==> src/rtl/fetch_pkg.sv <==
// fetch_pkg: shared fetch-stage defaults and FSM state encoding
package fetch_pkg;
  localparam int FETCH_ADDR_W = 64;
  localparam int FETCH_INSTR_W = 32;
  localparam logic [63:0] FETCH_RESET_PC = 64'h0;
  localparam int FETCH_PC_INC = 4;
  localparam int FETCH_QDEPTH = 2;
  typedef enum logic [1:0] {IDLE, WAIT, DROP} fetch_state_e;
endpackage

==> src/rtl/fetch_queue.sv <==
// fetch_queue: small FIFO of {pc, instr} entries with flush overriding push/pop
module fetch_queue #(
  parameter int QDEPTH = 2,
  parameter int W = 96
) (
  input  logic                     clk,
  input  logic                     reset_n,
  input  logic                     push,
  input  logic                     pop,
  input  logic                     flush,
  input  logic [W-1:0]             din,
  output logic [$clog2(QDEPTH):0]  count,
  output logic [W-1:0]             head
);
  localparam int PW = $clog2(QDEPTH);
  localparam int CW = PW + 1;
  logic [W-1:0] mem [QDEPTH];
  logic [PW-1:0] rd_ptr, wr_ptr;
  assign head = mem[rd_ptr];
  // storage and pointers; a flush empties the queue regardless of push/pop
  always_ff @(posedge clk or negedge reset_n)
    if (!reset_n) begin
      for (int i = 0; i < QDEPTH; i++) mem[i] <= '0;
      rd_ptr <= '0;
      wr_ptr <= '0;
      count <= '0;
    end else if (flush) begin
      rd_ptr <= '0;
      wr_ptr <= '0;
      count <= '0;
    end else begin
      if (push) mem[wr_ptr] <= din;
      if (push) wr_ptr <= wr_ptr + PW'(1);
      if (pop) rd_ptr <= rd_ptr + PW'(1);
      count <= count + CW'(push) - CW'(pop);
    end
endmodule

==> src/rtl/fetch_unit.sv <==
// fetch_unit: PC owner, memory fetch FSM and decode-facing instruction queue
module fetch_unit
  import fetch_pkg::*;
#(
  parameter int ADDR_W = FETCH_ADDR_W,
  parameter int INSTR_W = FETCH_INSTR_W,
  parameter logic [ADDR_W-1:0] RESET_PC = ADDR_W'(FETCH_RESET_PC),
  parameter int PC_INC = FETCH_PC_INC,
  parameter int QDEPTH = FETCH_QDEPTH
) (
  input  logic              clk,
  input  logic              reset_n,
  output logic              mem_req,
  output logic [ADDR_W-1:0] mem_addr,
  input  logic              mem_ack,
  input  logic [INSTR_W-1:0] mem_rdata,
  input  logic              redirect_valid,
  input  logic [ADDR_W-1:0] redirect_pc,
  output logic              out_valid,
  input  logic              out_ready,
  output logic [INSTR_W-1:0] out_instr,
  output logic [ADDR_W-1:0] out_pc
);
  localparam int CW = $clog2(QDEPTH) + 1;
  fetch_state_e state;
  logic [ADDR_W-1:0] pc, pc_inc, redir_pc;
  logic [CW-1:0] count, count_nxt;
  logic push, pop;
  assign pc_inc = pc + ADDR_W'(PC_INC);
  assign redir_pc = redirect_pc & ~ADDR_W'(3);
  assign push = state == WAIT && mem_ack && !redirect_valid;
  assign pop = out_valid && out_ready && !redirect_valid;
  assign count_nxt = count + CW'(push) - CW'(pop);
  assign out_valid = count != '0;
  fetch_queue #(.QDEPTH(QDEPTH), .W(ADDR_W + INSTR_W)) u_queue (
    .clk(clk),
    .reset_n(reset_n),
    .push(push),
    .pop(pop),
    .flush(redirect_valid),
    .din({pc, mem_rdata}),
    .count(count),
    .head({out_pc, out_instr})
  );
  // fetch FSM: a redirect reloads pc and turns an unfinished request into a drop
  always_ff @(posedge clk or negedge reset_n)
    if (!reset_n) begin
      state <= IDLE;
      pc <= RESET_PC;
      mem_req <= 1'b0;
      mem_addr <= RESET_PC;
    end else if (redirect_valid) begin
      pc <= redir_pc;
      state <= (state != IDLE && !mem_ack) ? DROP : IDLE;
      mem_req <= state != IDLE && !mem_ack;
    end else if (state == IDLE) begin
      if (count < CW'(QDEPTH)) begin
        state <= WAIT;
        mem_req <= 1'b1;
        mem_addr <= pc;
      end
    end else if (mem_ack) begin
      if (state == WAIT) pc <= pc_inc;
      if (state == WAIT && count_nxt < CW'(QDEPTH)) mem_addr <= pc_inc;
      else begin
        state <= IDLE;
        mem_req <= 1'b0;
      end
    end
endmodule

==> config.mk <==
export PLATFORM = sky130hd
export DESIGN_NAME = fetch_unit
export DESIGN_NICKNAME = d
export VERILOG_FILES = /design/src/rtl/fetch_pkg.sv /design/src/rtl/fetch_queue.sv /design/src/rtl/fetch_unit.sv
export SDC_FILE = /design/constraint.sdc
export NUM_CORES = 1
export LEC_CHECK = 0
export ABC_AREA = 0
export BUFFER_PORTS_ARGS = -buffer_cell sky130_fd_sc_hd__clkbuf_2
export CAP_MARGIN = 20
export CELL_PAD_IN_SITES_DETAIL_PLACEMENT = 0
export CELL_PAD_IN_SITES_GLOBAL_PLACEMENT = 2
export CORE_MARGIN = 2
export CORE_UTILIZATION = 40
export DETAILED_ROUTE_END_ITERATION = 10
export GPL_TIMING_DRIVEN = 0
export PLACE_DENSITY_LB_ADDON = 0.1
export SKIP_CTS_REPAIR_TIMING = 1
export SYNTH_ARGS = -nofsm -noshare
export SYNTH_HDL_FRONTEND = slang
export SYNTH_SLANG_ARGS = --single-unit
==> constraint.sdc <==
create_clock -name clk -period 8.66 [get_ports clk]
set_clock_uncertainty 0.1 [all_clocks]
set_input_delay 0.866 -clock clk [delete_from_list [all_inputs] [get_ports clk]]
set_output_delay 0.866 -clock clk [all_outputs]
set_load 0.05 [all_outputs]
==> reports/qor.yml <==
status: "complete, no violations"
fin_crit_sh_pct: 48.9
grt_util_all_layers_pct: 23.8
die_h_um: 202
ys.flop_type: "dfrtp_1"
coreArea_mm2: 0.0386
rsz0062_at_grt: "no"
path_clk_slew_ns: 0.05
syn_area_mm2: 0.0156
route.antenna.remaining_nets: 0
cp.arrival_ns: 4.55
fin_crit_ns: 4.23
crit_path_top_delay_cell: "clkbuf_1"
via_count: 11800
worstSetupStartpointType: "input port"
cts-buffers-inserted: 37
drv_slew: 0
cts_tree: "built"
ys_seq_area_share_pct: 51.1
die_w_um: 202
io_pins: 263
die-area_mm2: 0.0407
cts_max_level: 2
drt_iter0_drc: 565
wl_mm: 47.7
rows: 72
synth_warnings: 0
critPathMaxStageDelay_ns: 0.59
cts_sinks: 319
grt_pass1_vias: 12100
dr.pass1.iters: 5
cpMostUsedCell: "clkbuf_1"
yosysTopAreaCell: "dfrtp_1"
timing.fmax_mhz: 236
p_leak_nw: 8.26
grt-ovfl-total: 0
start_util_pct: 40.4
grt_pass1_wl_mm: 73.8
crit_type: "in -> reg"
slew_headroom_pct: 25.9
finalSetupViolations: 0
clock_latency_ns: 0.57
nets: 1791
grt_max_degree: 90
drc: 0
cts_max_path_buffers: 3
hold_violations: 0
hold_slack_ns: 0.254
tightest_slew_ns: 1.11
sequential_cell_area_mm2: 0.00798
cp.required_ns: 8.97
fin_tns_setup_ns: 0
synth.distinct_cells: 54
drive_gt1_share_pct: 38.9
power_density_mw_per_mm2: 306
worstReg2RegStart: "u_queue.count[1]"
critPathLaunch: "redirect_valid"
cap_violations: 0
nFillCells: 3642
cpLargestDelayFamily: "buffers and inverters"
hold_class: "in -> async"
synthCells: 1385
multi_input_area_mm2: 0.00709
power_w: 0.00578
worstPathCellList: "clkbuf_2, clkbuf_1, buf_1, nor2_1, ha_1, inv_1, ha_1, xor2_1, o21a_1, and2_1, clkbuf_1, clkbuf_1, o21ai_0"
crit_path_end_kind: "flip-flop"
clock_tree.root_cell: "clkbuf_16"
peakVddDrop_mv: 0.215
synth.area.top_cells: "dfrtp_1, mux2_2, o21ai_0, nand2_1, xnor2_1"
dp_hpwl_mm: 34.9
antenna_found_initial: 4
synth_seq_cells: 319
wire_per_inst_um: 21.4
cp_max_fo: 10
synthArstFlopShare_pct: 100
yosysTopAreaCellShare_pct: 51.1
avgSynthCellArea_um2: 11.3
port-buffer-count: 256
synth_edf_count: 0
gp_congestion: 0.797
cp_num_buf_inv: 6
via_per_inst: 5.29
syn2layout_area_growth_pct: 20.6
placed cells by master (no fill, tap or decap), types with 7 or more instances in the layout:
| cell type | synthesis | final |
|---|---|---|
| clkbuf_2 | 3 | 258 |
| mux2_2 | 281 | 281 |
| nand4_1 | 39 | 39 |
| nor3_1 | 18 | 18 |
| xor2_1 | 42 | 42 |
| clkbuf_1 | 58 | 67 |
| buf_1 | 15 | 15 |
| buf_2 | 35 | 35 |
| o21ai_0 | 97 | 97 |
| clkbuf_8 | 0 | 8 |
| or3_1 | 31 | 31 |
| xnor2_1 | 44 | 44 |
| clkbuf_16 | 0 | 37 |
| nand2_1 | 124 | 124 |
| a31oi_1 | 41 | 41 |
| dfrtp_1 | 319 | 319 |
| o21ai_1 | 15 | 15 |
| or4_1 | 12 | 12 |
| and3_1 | 14 | 14 |
| nor4_1 | 15 | 15 |
| inv_1 | 7 | 7 |
| nor2_1 | 66 | 66 |
| nand3_1 | 31 | 31 |
| o31ai_1 | 11 | 11 |
| and4_1 | 12 | 12 |
power breakdown:
group | internal, W | switching, W | total (W)
registers | 0.00190 | 0.000219 | 0.00212
clock network | 0.000881 | 0.000642 | 0.00152
logic | 0.000662 | 0.00147 | 0.00214
logic make-up (layout without fill, tap and decap cells):
group / Yosys count / in the layout / synth area share (%)
other cells: 1 / 5 / 0.0240
fa+ha+maj: 3 / 3 / 0.240
buf+inv: 126 / 450 / 3.63
flops: 319 / 319 / 51.1
mux: 282 / 282 / 20.3
simple gates: 394 / 394 / 13.7
xor+xnor: 86 / 86 / 4.82
compound gates: 174 / 174 / 6.23
worst paths after layout:
| kind | endpoint | slack, ns | cells past startpoint |
|---|---|---|---|
| max | mem_addr[27] | 4.43 | 13 |
| min in group clk | mem_addr[40] | 0.38 | 2 |
| max in group asynchronous | u_queue.mem[113] | 7.28 | 2 |
| max reg2reg | mem_addr[27] | 4.92 | 13 |
| min | u_queue.mem[66] | 0.25 | 1 |
| min reg2reg | mem_addr[40] | 0.38 | 2 |
cell type report:
| type | instances | share of cell area, % |
|---|---|---|
| flip-flops and latches | 319 | 42.4 |
| multi-input cells | 943 | 37.6 |
| repair buffers | 260 | 7.36 |
| clock buffers | 53 | 5.60 |
| well taps | 518 | 3.44 |
| plain buffers | 119 | 2.87 |
| clock inverters | 11 | 0.578 |
| inverters | 7 | 0.139 |
| diodes | 1 | 0.0133 |
registers in the layout (all words and copies together), names as in the netlist:
signal,cells
mem_addr,62
mem_req,1
pc,62
state,2
u_queue.count,2
u_queue.mem,188
u_queue.rd_ptr,1
u_queue.wr_ptr,1
per-layer routing:
layer	track usage [%]	routed length (um)	part of all wire [%]
met3	5.49	2930	6.1
met5	0	40	0.084
met1	32.9	21600	45
met2	37.8	22200	46
met4	6.04	955	2.0
cells in the mapped netlist (12+ instances only):
| master | n |
|---|---|
| and4_1 | 12 |
| and3_1 | 14 |
| a31oi_1 | 41 |
| nor2_1 | 66 |
| nor3_1 | 18 |
| nand4_1 | 39 |
| xnor2_1 | 44 |
| o21ai_1 | 15 |
| o21ai_0 | 97 |
| or4_1 | 12 |
| clkbuf_1 | 58 |
| nor4_1 | 15 |
| or3_1 | 31 |
| mux2_2 | 281 |
| dfrtp_1 | 319 |
| buf_1 | 15 |
| nand2_1 | 124 |
| buf_2 | 35 |
| nand3_1 | 31 |
| xor2_1 | 42 |
stage by stage:
step | worst slack, ns | instance area (um2) | utilization [%] | std cells
2_1_floorplan | 5.32 | 15600 | - | 1388
3_3_place_gp | -0.538 | 17600 | 45.5 | 2162
3_5_place_dp | 3.80 | 17700 | 45.7 | 2166
4_1_cts | 4.38 | 18800 | 48.8 | 2230
5_1_grt | 4.07 | 18800 | 48.8 | 2231
6_report | 4.43 | 18800 | 48.8 | 2231
(Power assumes the default switching activity.)
